`config.mk`:
```
export PLATFORM = sky130hd
export DESIGN_NAME = hi_iso14443a_mode_sched_flat
export DESIGN_NICKNAME = d
export VERILOG_FILES = /design/src/rtl/hi_iso14443a_mode_sched_if.sv /design/src/rtl/hi_iso14443a_mode_sched.sv /design/src/flat_wrapper.sv
export SDC_FILE = /design/constraint.sdc
export NUM_CORES = 1
export LEC_CHECK = 0
export CAP_MARGIN = 20
export CORE_UTILIZATION = 36
export CTS_CLUSTER_DIAMETER = 200
export DETAILED_ROUTE_END_ITERATION = 12
export PLACE_DENSITY_LB_ADDON = 0.12
export REMOVE_ABC_BUFFERS = 1
export SYNTH_ARGS = -nofsm -noshare
export SYNTH_HDL_FRONTEND = slang
export SYNTH_SLANG_ARGS = --single-unit
```
`constraint.sdc`:
```
create_clock -name ck_1356meg -period 2.1 [get_ports ck_1356meg]
set_input_delay 0.315 -clock ck_1356meg [delete_from_list [all_inputs] [get_ports ck_1356meg]]
set_output_delay 0.315 -clock ck_1356meg [all_outputs]
set_load 0.05 [all_outputs]
```
`src/rtl/hi_iso14443a_mode_sched_if.sv`:
```
// ----------------------------------------------------------------------------
// hi_iso14443a_mode_sched_if
//   Mode-change request handshake between the ARM command path (master) and
//   the ISO14443A mode scheduler (slave). A request transfers on any clock
//   where req_valid and req_ready are both high.
//
//   req_valid  master -> slave  request valid
//   req_mode   master -> slave  requested 3-bit mode
//   req_ready  slave -> master  scheduler can accept a request
// ----------------------------------------------------------------------------
interface hi_iso14443a_mode_sched_if;
  logic       req_valid;
  logic [2:0] req_mode;
  logic       req_ready;

  modport master (
    output req_valid,
    output req_mode,
    input  req_ready
  );

  modport slave (
    input  req_valid,
    input  req_mode,
    output req_ready
  );
endinterface

```
`src/rtl/hi_iso14443a_mode_sched.sv`:
```
// ----------------------------------------------------------------------------
// hi_iso14443a_mode_sched
//   Mode scheduler for the ISO14443A HF front end. Accepts mode-change requests
//   from the ARM command path and drives the 3-bit mod_type of the
//   hi_iso14443a datapath. A new mode is applied only on an SSP frame boundary,
//   and a modulating mode is only applied after the front end has spent at
//   least GUARD_CYC cycles in its current mode (listen-before-modulate). A
//   watchdog drops the front end back to its listen mode if frames stop while
//   it is modulating.
//
// Parameters
//   GUARD_CYC    minimum dwell in the current mode before a MOD mode is applied
//   TIMEOUT_CYC  maximum cycles in a MOD mode without a frame edge
//   CW           counter width, 2**CW > max(GUARD_CYC, TIMEOUT_CYC)
//
// Ports
//   ck_1356meg   in   13.56 MHz clock, all logic on its rising edge
//   rst          in   synchronous active-high reset
//   req          if   request handshake (slave side): req_valid/req_mode/req_ready
//   ssp_frame    in   frame strobe from the datapath (ck_1356meg domain)
//   clr_err      in   clears err_illegal
//   mod_type     out  mode driven to the datapath
//   busy         out  a request is pending
//   err_illegal  out  sticky flag, an illegal request was seen
//   timeout_evt  out  one-cycle pulse when the watchdog forces listen mode
//
// Timing
//   ssp_frame is registered on entry, so a frame edge is recognised one cycle
//   after ssp_frame is first sampled high; mod_type therefore moves on the
//   second rising edge at which ssp_frame is seen high.
// ----------------------------------------------------------------------------
module hi_iso14443a_mode_sched #(
  parameter int GUARD_CYC   = 16,
  parameter int TIMEOUT_CYC = 4096,
  parameter int CW          = 13
) (
  input  logic                            ck_1356meg,
  input  logic                            rst,
  hi_iso14443a_mode_sched_if.slave        req,
  input  logic                            ssp_frame,
  input  logic                            clr_err,
  output logic [2:0]                      mod_type,
  output logic                            busy,
  output logic                            err_illegal,
  output logic                            timeout_evt
);

  // --------------------------------------------------------------------------
  // Mode encoding
  // --------------------------------------------------------------------------
  localparam logic [2:0] M_SNIFFER       = 3'b000;
  localparam logic [2:0] M_TAG_LISTEN    = 3'b001;
  localparam logic [2:0] M_TAG_MOD       = 3'b010;
  localparam logic [2:0] M_READER_LISTEN = 3'b011;
  localparam logic [2:0] M_READER_MOD    = 3'b100;
  localparam logic [2:0] M_TAG_MOD2      = 3'b101;

  localparam logic [CW-1:0] GUARD_LIM   = CW'(GUARD_CYC);
  localparam logic [CW-1:0] TIMEOUT_LIM = CW'(TIMEOUT_CYC);

  // IDLE : no request pending, handshake open
  // GUARD: MOD request pending, waiting for the listen dwell to complete
  // ALIGN: request pending, waiting for the next frame edge to apply it
  typedef enum logic [1:0] {
    ST_IDLE  = 2'd0,
    ST_GUARD = 2'd1,
    ST_ALIGN = 2'd2
  } state_t;

  // --------------------------------------------------------------------------
  // Mode classification helpers
  // --------------------------------------------------------------------------
  function automatic logic is_mod(input logic [2:0] m);
    return (m == M_TAG_MOD) || (m == M_READER_MOD) || (m == M_TAG_MOD2);
  endfunction

  // Listen mode of the same family; only meaningful for MOD modes.
  function automatic logic [2:0] family_listen(input logic [2:0] m);
    return (m == M_READER_MOD) ? M_READER_LISTEN : M_TAG_LISTEN;
  endfunction

  // A MOD mode may only be entered from its own family (listen or MOD).
  function automatic logic req_legal(input logic [2:0] r, input logic [2:0] cur);
    logic ok;
    case (r)
      M_TAG_MOD, M_TAG_MOD2:
        ok = (cur == M_TAG_LISTEN) || (cur == M_TAG_MOD) || (cur == M_TAG_MOD2);
      M_READER_MOD:
        ok = (cur == M_READER_LISTEN) || (cur == M_READER_MOD);
      M_SNIFFER, M_TAG_LISTEN, M_READER_LISTEN:
        ok = 1'b1;
      default:
        ok = 1'b0;
    endcase
    return ok;
  endfunction

  // --------------------------------------------------------------------------
  // Internal signals
  // --------------------------------------------------------------------------
  state_t          state;
  state_t          state_nxt;
  logic [2:0]      pend_mode;
  logic            ssp_frame_s;   // ssp_frame registered on entry
  logic            ssp_frame_q;   // ssp_frame_s delayed one cycle
  logic            frame_edge;
  logic [CW-1:0]   dwell;
  logic [CW-1:0]   wdog;
  logic            guard_met;
  logic            timeout_hit;
  logic            accept;
  logic            acc_illegal;
  logic            acc_change;
  logic            apply;
  logic            req_ready_w;
  logic            busy_w;

  assign frame_edge  = ssp_frame_s & ~ssp_frame_q;
  assign guard_met   = (dwell >= GUARD_LIM);
  assign timeout_hit = is_mod(mod_type) && (wdog >= TIMEOUT_LIM);

  // Every accepted request is consumed: illegal ones set the error flag,
  // same-mode ones are no-ops, the rest become the pending request.
  assign accept      = req.req_valid & req_ready_w;
  assign acc_illegal = accept & ~req_legal(req.req_mode, mod_type);
  assign acc_change  = accept &  req_legal(req.req_mode, mod_type) &
                       (req.req_mode != mod_type);

  // A timeout in the same cycle as the aligning frame edge takes priority;
  // the request stays pending for a later edge.
  assign apply = (state == ST_ALIGN) & frame_edge & ~timeout_hit;

  // --------------------------------------------------------------------------
  // FSM: state register
  // --------------------------------------------------------------------------
  // NOTE: sequential state uses non-blocking assignments so every register
  // samples the pre-edge values of the others, whatever the block order.
  always_ff @(posedge ck_1356meg) begin
    if (rst) begin
      state <= ST_IDLE;
    end else begin
      state <= state_nxt;
    end
  end

  // --------------------------------------------------------------------------
  // FSM: next-state logic
  // --------------------------------------------------------------------------
  // On a timeout dwell restarts from zero, so any pending request is routed
  // again: MOD requests must sit out a fresh guard, listen requests go
  // straight to alignment. Legality is not re-evaluated.
  always_comb begin
    // NOTE: default assignment first, so no path through the case leaves
    // state_nxt unassigned and no latch is inferred.
    state_nxt = state;
    unique case (state)
      ST_IDLE: begin
        if (acc_change) begin
          if (timeout_hit) begin
            state_nxt = is_mod(req.req_mode) ? ST_GUARD : ST_ALIGN;
          end else if (is_mod(req.req_mode) && !guard_met) begin
            state_nxt = ST_GUARD;
          end else begin
            state_nxt = ST_ALIGN;
          end
        end
      end
      ST_GUARD: begin
        // Frame edges are deliberately ignored here.
        if (!timeout_hit && guard_met) begin
          state_nxt = ST_ALIGN;
        end
      end
      ST_ALIGN: begin
        if (timeout_hit) begin
          state_nxt = is_mod(pend_mode) ? ST_GUARD : ST_ALIGN;
        end else if (frame_edge) begin
          state_nxt = ST_IDLE;
        end
      end
      default: begin
        state_nxt = ST_IDLE;
      end
    endcase
  end

  // --------------------------------------------------------------------------
  // FSM: output logic
  // --------------------------------------------------------------------------
  always_comb begin
    req_ready_w = 1'b0;
    busy_w      = 1'b1;
    if (state == ST_IDLE) begin
      req_ready_w = 1'b1;
      busy_w      = 1'b0;
    end
  end

  assign req.req_ready = req_ready_w;
  assign busy          = busy_w;

  // --------------------------------------------------------------------------
  // Datapath: frame detect, mode register, counters, flags
  // --------------------------------------------------------------------------
  always_ff @(posedge ck_1356meg) begin
    if (rst) begin
      ssp_frame_s <= 1'b0;
      ssp_frame_q <= 1'b0;
      pend_mode   <= M_SNIFFER;
      mod_type    <= M_SNIFFER;
      dwell       <= '0;
      wdog        <= '0;
      err_illegal <= 1'b0;
      timeout_evt <= 1'b0;
    end else begin
      ssp_frame_s <= ssp_frame;
      ssp_frame_q <= ssp_frame_s;

      // Latched once at accept; req_mode is ignored afterwards.
      if (acc_change) begin
        pend_mode <= req.req_mode;
      end

      if (timeout_hit) begin
        mod_type <= family_listen(mod_type);
      end else if (apply) begin
        mod_type <= pend_mode;
      end

      timeout_evt <= timeout_hit;

      // Dwell since the last mode change, saturating at the guard length.
      if (timeout_hit || apply) begin
        dwell <= '0;
      end else if (!guard_met) begin
        dwell <= dwell + CW'(1);
      end

      // Watchdog runs only while modulating and restarts on every frame edge.
      if (timeout_hit || apply || frame_edge) begin
        wdog <= '0;
      end else if (is_mod(mod_type)) begin
        if (wdog < TIMEOUT_LIM) begin
          wdog <= wdog + CW'(1);
        end
      end else begin
        wdog <= '0;
      end

      // A new illegal request outranks a simultaneous clear.
      if (acc_illegal) begin
        err_illegal <= 1'b1;
      end else if (clr_err) begin
        err_illegal <= 1'b0;
      end
    end
  end

endmodule
```
`src/flat_wrapper.sv`:
```
// flat-port wrapper written by rule: the top's interface ports become plain ports
module hi_iso14443a_mode_sched_flat 
#(
  parameter int GUARD_CYC   = 16,
  parameter int TIMEOUT_CYC = 4096,
  parameter int CW          = 13
)
  (ck_1356meg, rst, ssp_frame, clr_err, mod_type, busy, err_illegal, timeout_evt, req_req_valid, req_req_mode, req_req_ready);
  hi_iso14443a_mode_sched_if req_i ();
  input  logic ck_1356meg;
  input  logic rst;
  input  logic ssp_frame;
  input  logic clr_err;
  output logic [2:0] mod_type;
  output logic busy;
  output logic err_illegal;
  output logic timeout_evt;
  input wire logic [$bits(req_i.req_valid)-1:0] req_req_valid;
  input wire logic [$bits(req_i.req_mode)-1:0] req_req_mode;
  output wire logic [$bits(req_i.req_ready)-1:0] req_req_ready;
  assign req_i.req_valid = req_req_valid;
  assign req_i.req_mode = req_req_mode;
  assign req_req_ready = req_i.req_ready;
  hi_iso14443a_mode_sched #(.GUARD_CYC(GUARD_CYC), .TIMEOUT_CYC(TIMEOUT_CYC), .CW(CW)) u_core (.ck_1356meg(ck_1356meg), .rst(rst), .req(req_i), .ssp_frame(ssp_frame), .clr_err(clr_err), .mod_type(mod_type), .busy(busy), .err_illegal(err_illegal), .timeout_evt(timeout_evt));
endmodule
```
==> key figures, run 1 <==
Status
  • Outcome: complete, no violations

STA
  • Final setup violation count: 0
  • Setup Skew: 12.2 ps
  • Slew @ Worst Pin: 618 ps
  • Final Hold Vio Count: 0
  • Final min period: 1980 ps
  • Peak Freq: 506 MHz
  • Setup TNS Final: 0 ps
  • Final Cycle Share: 94.1%
  • Slew margin rel.: 58.5%
  • RSZ-0062 raised after global routing: no
  • Slew Viols, Final: 0

Routing
  • Post-Route WL: 3.40 mm
  • Vias per Instance: 4.92
  • DRC: 0
  • DR vias: 1387
  • TritonRoute pass-1 iters: 4
  • ANT nets after route: 0
  • DR iter-0 viols: 63
  • Routed len/inst: 12.1 um

Setup path
  • R2R setup slack: 160 ps
  • Crit end category: output port
  • Worst r2r path cells: 5
  • Crit Reg-Reg Startpoint: u_core.mod_type[2]
  • Worst Path Required: 1780 ps
  • Startpoint Class: register
  • WP data arrival: 1660 ps
  • CP Class: register to output port
  • Reg2reg end: u_core.dwell[6]
  • CP max FO: 9

Clocking
  • Postcts setup bufs: 0
  • Max clock buf depth: 2
  • # resized after CTS: 0
  • Hold buffer count at cts: 0
  • H-Tree Depth: 2
  • Clock transition at path regs: 90 ps
  • TritonCTS Sinks: 38
  • TritonCTS Buffers: 5
  • Clock root buffer: clkbuf_8
  • Insertion delay to the later sink of the worst-skew pair: 300 ps
  • CTS tree: yes

Layout
  • Synth-to-layout area growth: 21.0%
  • # diodes: 0
  • Fillers: 466
  • Fraction of layout cells with a size suffix above 1: 10.7%
  • Layout Cells excl Fill: 282
  • Net count, final: 225

Place
  • IO Port Bufs: 14
  • Detailed placement HPWL: 2.47 mm
  • Placed cell count: 274
  • Routability-driven placement congestion ratio: 0.858

Synth
  • Top FF cell, synth: dfxtp_1
  • Sequential share of the synthesized area: 42.8%
  • Yosys Warn Count: 0
  • Netlist cell types: 43
  • Cell Area, Synth: 1780 um2
  • Post-synth EDFFs: 0
  • Register bit count reported by yosys: 38
  • Avg Cell Area, Syn: 9.10 um2
  • Mapped Cells: 195
  • FFs w/ async S/R, synth: 0%

Floorplanning
  • Die Width: 72.2 um
  • Die Ht: 72.2 um
  • Core area: 4720 um2
  • Die area: 5220 um2
  • # IOs: 15
  • Initial Utilization: 37.6%
  • Rows: 25

Global route
  • Antenna violations before repair: 0
  • Gr ovfl total: 0
  • Largest net degree at the start of global routing: 14
  • Global-route usage over all layers: 14.4%
  • First-pass GRT wire length: 5.83 mm
  • Vias in the first global route: 1303

Hold path
  • Hold crit path type: register to register
  • Hold Path Stages: 1
  • Min-delay src: u_core.dwell[5]
  • Hold Path Sink: u_core.dwell[5]

Power and ir drop
  • Leakage power: 0.821 nW
  • PwrDens: 747 nW/um2
  • Worst vdd ir: 0.359 mV

Run
  • Max-Cap Viols: 0
metal layers:
| layer | GRT usage [%] | up-vias | share of wire (%) |
|---|---|---|---|
| li1 | - | 711 | - |
| met1 | 17.9 | 651 | 48 |
| met2 | 23.2 | 18 | 47 |
| met3 | 4.17 | 7 | 3.1 |
| met4 | 6.75 | 0 | 2.1 |
| met5 | 0 | - | 0 |
placed cells by master (no fill, tap or decap), drive strengths merged, types with 6 or more instances in the layout:
master / count
inv: 10
clkdlybuf4s50: 12
nor2b: 8
buf: 9
dfxtp: 38
nor3: 8
nor2: 21
nand2b: 10
and2: 8
a21oi: 6
xor2: 8
mux2i: 10
kinds of logic after synthesis:
kind of cell    share of synthesized area, %
simple gates                            26.7
flops                                   42.8
compound gates                          11.4
buf+inv                                 4.86
xor+xnor                                6.41
mux                                     5.64
fa+ha+maj                               2.11
registers in the layout, summed over array words and instances (netlist names):
name                count
u_core.mod_type         3
u_core.timeout_evt      1
u_core.pend_mode        3
u_core.state            2
u_core.err_illegal      1
u_core.ssp_frame_s      1
u_core.dwell           13
u_core.wdog            13
u_core.ssp_frame_q      1
cell type report:
cell class,count,area (um2),share of cell area [%]
flip-flops and latches,38,761,35.4
multi-input cells,137,928,43.2
repair buffers,22,200,9.32
clock inverters,3,68.8,3.20
well taps,67,83.8,3.90
clock buffers,5,68.8,3.20
inverters,10,37.5,1.75
synthesized netlist by cell type, drive strengths merged (2+ instances only):
library cell  number  share of area (%)
inv               10                2.1
dfxtp             38                 43
a31oi              4                1.4
and3               3                1.1
xnor2              5                2.5
a211oi             2               0.85
or3                4                1.4
nand4              3                1.1
o2111ai            3                1.5
nand3              3               0.85
ha                 3                2.1
nor2              21                4.6
nor3               8                2.3
clkbuf             7                1.6
a21oi              6                1.7
mux2i             10                5.6
a221oi             2               0.99
nor2b              8                2.8
and2               8                2.9
buf                3                1.2
o21ai              4                1.1
nand2b            10                3.5
nand2              5                1.1
o21a               2               0.85
nor4b              2               0.99
xor2               8                3.9
worst max-delay path by stage:
stage                                  start  slack [ps]             endpoint  depth (start not counted)
final                     u_core.mod_type[1]         120          mod_type[1]                          2
after global routing      u_core.mod_type[2]           3      u_core.dwell[6]                          5
after CTS                 u_core.mod_type[2]          20          mod_type[2]                          1
after detailed placement     req_req_mode[2]         140  u_core.pend_mode[0]                          6
after global placement       req_req_mode[1]         180  u_core.pend_mode[1]                          5
after floorplan           u_core.mod_type[1]          90      u_core.state[1]                          5
critical path, cell delays in order (launching register included):
cell and delay [ps]:
dfxtp_1 390, buf_4 170, clkdlybuf4s50_1 800
power by group:
part | internal (mW) | switching, mW
registers | 0.733 | 0.0114
clock network | 0.476 | 0.269
logic | 0.0544 | 0.0613
total | 1.26 | 0.342
through the flow:
stage / worst slack, ps / power [mW] / hold slack, ps / area (um2) / util, %
after floorplan: 89.2 / 0.826 / 384 / 1730 / -
after global placement: 178 / 0.874 / 438 / 2010 / 42.5
after detailed placement: 136 / 0.877 / 441 / 2010 / 42.5
after CTS: 16.8 / 1.62 / 461 / 2150 / 45.4
after global routing: 3.10 / 1.67 / 486 / 2150 / 45.5
final: 124 / 1.61 / 456 / 2150 / 45.5
Note: power is estimated with default switching activity, not from simulation.
==> inputs of run 2 (changes only) <==
--- a/config.mk
+++ b/config.mk
@@ -6,7 +6,7 @@
 export NUM_CORES = 1
 export LEC_CHECK = 0
 export CAP_MARGIN = 20
-export CORE_UTILIZATION = 36
+export CORE_UTILIZATION = 53
 export CTS_CLUSTER_DIAMETER = 200
 export DETAILED_ROUTE_END_ITERATION = 12
 export PLACE_DENSITY_LB_ADDON = 0.12
==> run 2 against run 1 <==
Critical path depth fell by 1. Hold slack improved by 7.5 ps. Sequential power barely moved. Register-to-register slack improved by 70 ps. Global-route usage rose by 7.4 points. Critical endpoint unchanged. Largest cell class unchanged.
==> key figures, run 2 (synthesized netlist as in run 1, its figures left out) <==
Hold path
  • Hold Path Sink: u_core.ssp_frame_q
  • Hold crit path type: register to register
  • Hold Path Stages: 1
  • Min-delay src: u_core.ssp_frame_s

Global route
  • Gr ovfl total: 0
  • Antenna violations before repair: 0
  • Global-route usage over all layers: 21.8%
  • Largest net degree at the start of global routing: 14
  • Vias in the first global route: 1329
  • First-pass GRT wire length: 5.73 mm

Layout
  • Synth-to-layout area growth: 15.2%
  • Biggest registers after layout: u_core.dwell (13), u_core.wdog (13)
  • Layout Cells excl Fill: 257
  • Util after Layout: 65.4%
  • Commonest non-fill, non-tap cell in the layout: dfxtp_1
  • Net count, final: 223
  • Fraction of layout cells with a size suffix above 1: 9.86%
  • Fillers: 280
  • Commonest non-fill, non-tap cells in the layout: 38 x dfxtp_1, 20 x nor2_1
  • # diodes: 0

Status
  • Outcome: complete, no violations

Setup path
  • CP Class: register to output port
  • Cell Chain, Critical Path: clkdlybuf4s50_1
  • Crit Reg-Reg Startpoint: u_core.mod_type[2]
  • Crit path buf inv count: 1
  • WP data arrival: 1630 ps
  • Reg2reg end: u_core.dwell[6]
  • CP max FO: 5
  • Startpoint Class: register
  • Family with the most delay on the worst path: buffers and inverters
  • Cell at the slowest stage of the critical path: clkdlybuf4s50_1
  • R2R setup slack: 230 ps
  • Crit end category: output port
  • Worst r2r path cells: 5
  • Crit path largest cell delay: 850 ps
  • Worst Path Required: 1780 ps

STA
  • Final setup violation count: 0
  • Peak Freq: 514 MHz
  • RSZ-0062 raised after global routing: no
  • Slew @ Worst Pin: 566 ps
  • Final Hold Vio Count: 0
  • Setup TNS Final: 0 ps
  • Slew Viols, Final: 0
  • Slew margin rel.: 62.0%
  • Setup Skew: 14.9 ps
  • Final min period: 1940 ps
  • Final Cycle Share: 92.6%

Clocking
  • Clock root buffer: clkbuf_4
  • TritonCTS Buffers: 5
  • Insertion delay to the later sink of the worst-skew pair: 350 ps
  • Postcts setup bufs: 0
  • CTS tree: yes
  • TritonCTS Sinks: 38
  • Clock transition at path regs: 110 ps
  • Max clock buf depth: 2
  • H-Tree Depth: 2

Routing
  • DR vias: 1409
  • DR iter-0 viols: 166
  • Vias per Instance: 5.48
  • Post-Route WL: 3.39 mm
  • TritonRoute pass-1 iters: 4
  • Routed len/inst: 13.2 um
  • DRC: 0
  • ANT nets after route: 0

Floorplanning
  • Rows: 20
  • # IOs: 15
  • Initial Utilization: 56.8%
  • Die area: 3590 um2
  • Die Ht: 59.9 um
  • Die Width: 59.9 um
  • Core area: 3130 um2

Place
  • IO Port Bufs: 14
  • Detailed placement HPWL: 2.41 mm
  • Routability-driven placement congestion ratio: 0.877
  • Placed cell count: 249

Power and ir drop
  • PwrDens: 654 nW/um2
  • Leakage power: 0.810 nW
  • PnR Total Power: 1.34 mW
  • Worst vdd ir: 0.536 mV

Run
  • Max-Cap Viols: 0
## run 2: cell count changes in the layout (fill, tap and decap cells not counted)
cell,delta
buf_4,-2
bufinv_16,-1
clkbuf_4,+5
clkbuf_8,-5
clkdlybuf4s50_1,-2
clkinv_2,+2
clkinv_4,-1
dlygate4sd2_1,+1
dlymetal6s2s_1,+1
## run 2: worst max path at each step
stage	start	endpoint	slack (ps)	cells past startpoint
after floorplan	u_core.mod_type[1]	u_core.state[1]	90	5
after global placement	req_req_mode[0]	u_core.pend_mode[1]	150	5
after detailed placement	req_req_mode[0]	u_core.pend_mode[2]	40	5
after CTS	u_core.mod_type[0]	mod_type[0]	40	1
after global routing	u_core.mod_type[2]	u_core.dwell[6]	60	5
final	u_core.mod_type[1]	mod_type[1]	160	1
## run 2: cell type report
class	instances	area, um2	area share [%]
Timing Repair Buffer	20	186	9.11
Clock buffer	5	37.5	1.83
Tap cell	44	55.1	2.69
Inverter	10	37.5	1.83
Clock inverter	3	40.0	1.96
Multi-Input combinational cell	137	928	45.4
Sequential cell	38	761	37.2
## run 2: timing repair
item / CTS / global route
hold endpoints to repair: 0 / 0
hold buffers: 0 / 0
setup endpoints to repair: 1 / 2
gates resized for setup: 1 / 2
## run 2: layer usage
| layer | vias up | wire, um | track usage [%] |
|---|---|---|---|
| li1 | 710 | - | - |
| met1 | 654 | 1600 | 25.3 |
| met2 | 32 | 1590 | 36.5 |
| met3 | 13 | 113 | 6.49 |
| met4 | 0 | 85 | 10.3 |
| met5 | - | 0 | 0 |
## run 2: power by group
group          switching [mW]  leakage (nW)  internal, mW
combinational          0.0625         0.458        0.0520
clock                   0.233        0.0450         0.247
sequential             0.0113         0.308         0.733
total                   0.307         0.810          1.03
## run 2: stage by stage
stage	instance area, um2	hold slack [ps]	worst slack, ps
6_report	2050	464	155
5_1_grt	2050	467	56.6
4_1_cts	2040	465	40.8
3_5_place_dp	1960	438	39.1
3_3_place_gp	1960	433	154
2_1_floorplan	1730	384	89.2
==> inputs of run 3 (changes only) <==
--- a/config.mk
+++ b/config.mk
@@ -7,7 +7,7 @@
 export LEC_CHECK = 0
 export CAP_MARGIN = 20
 export CORE_UTILIZATION = 53
-export CTS_CLUSTER_DIAMETER = 200
+export CTS_CLUSTER_DIAMETER = 80
 export DETAILED_ROUTE_END_ITERATION = 12
 export PLACE_DENSITY_LB_ADDON = 0.12
 export REMOVE_ABC_BUFFERS = 1
==> results of run 3 <==
The final DEF is identical to that of run 2; final timing and power are the same.
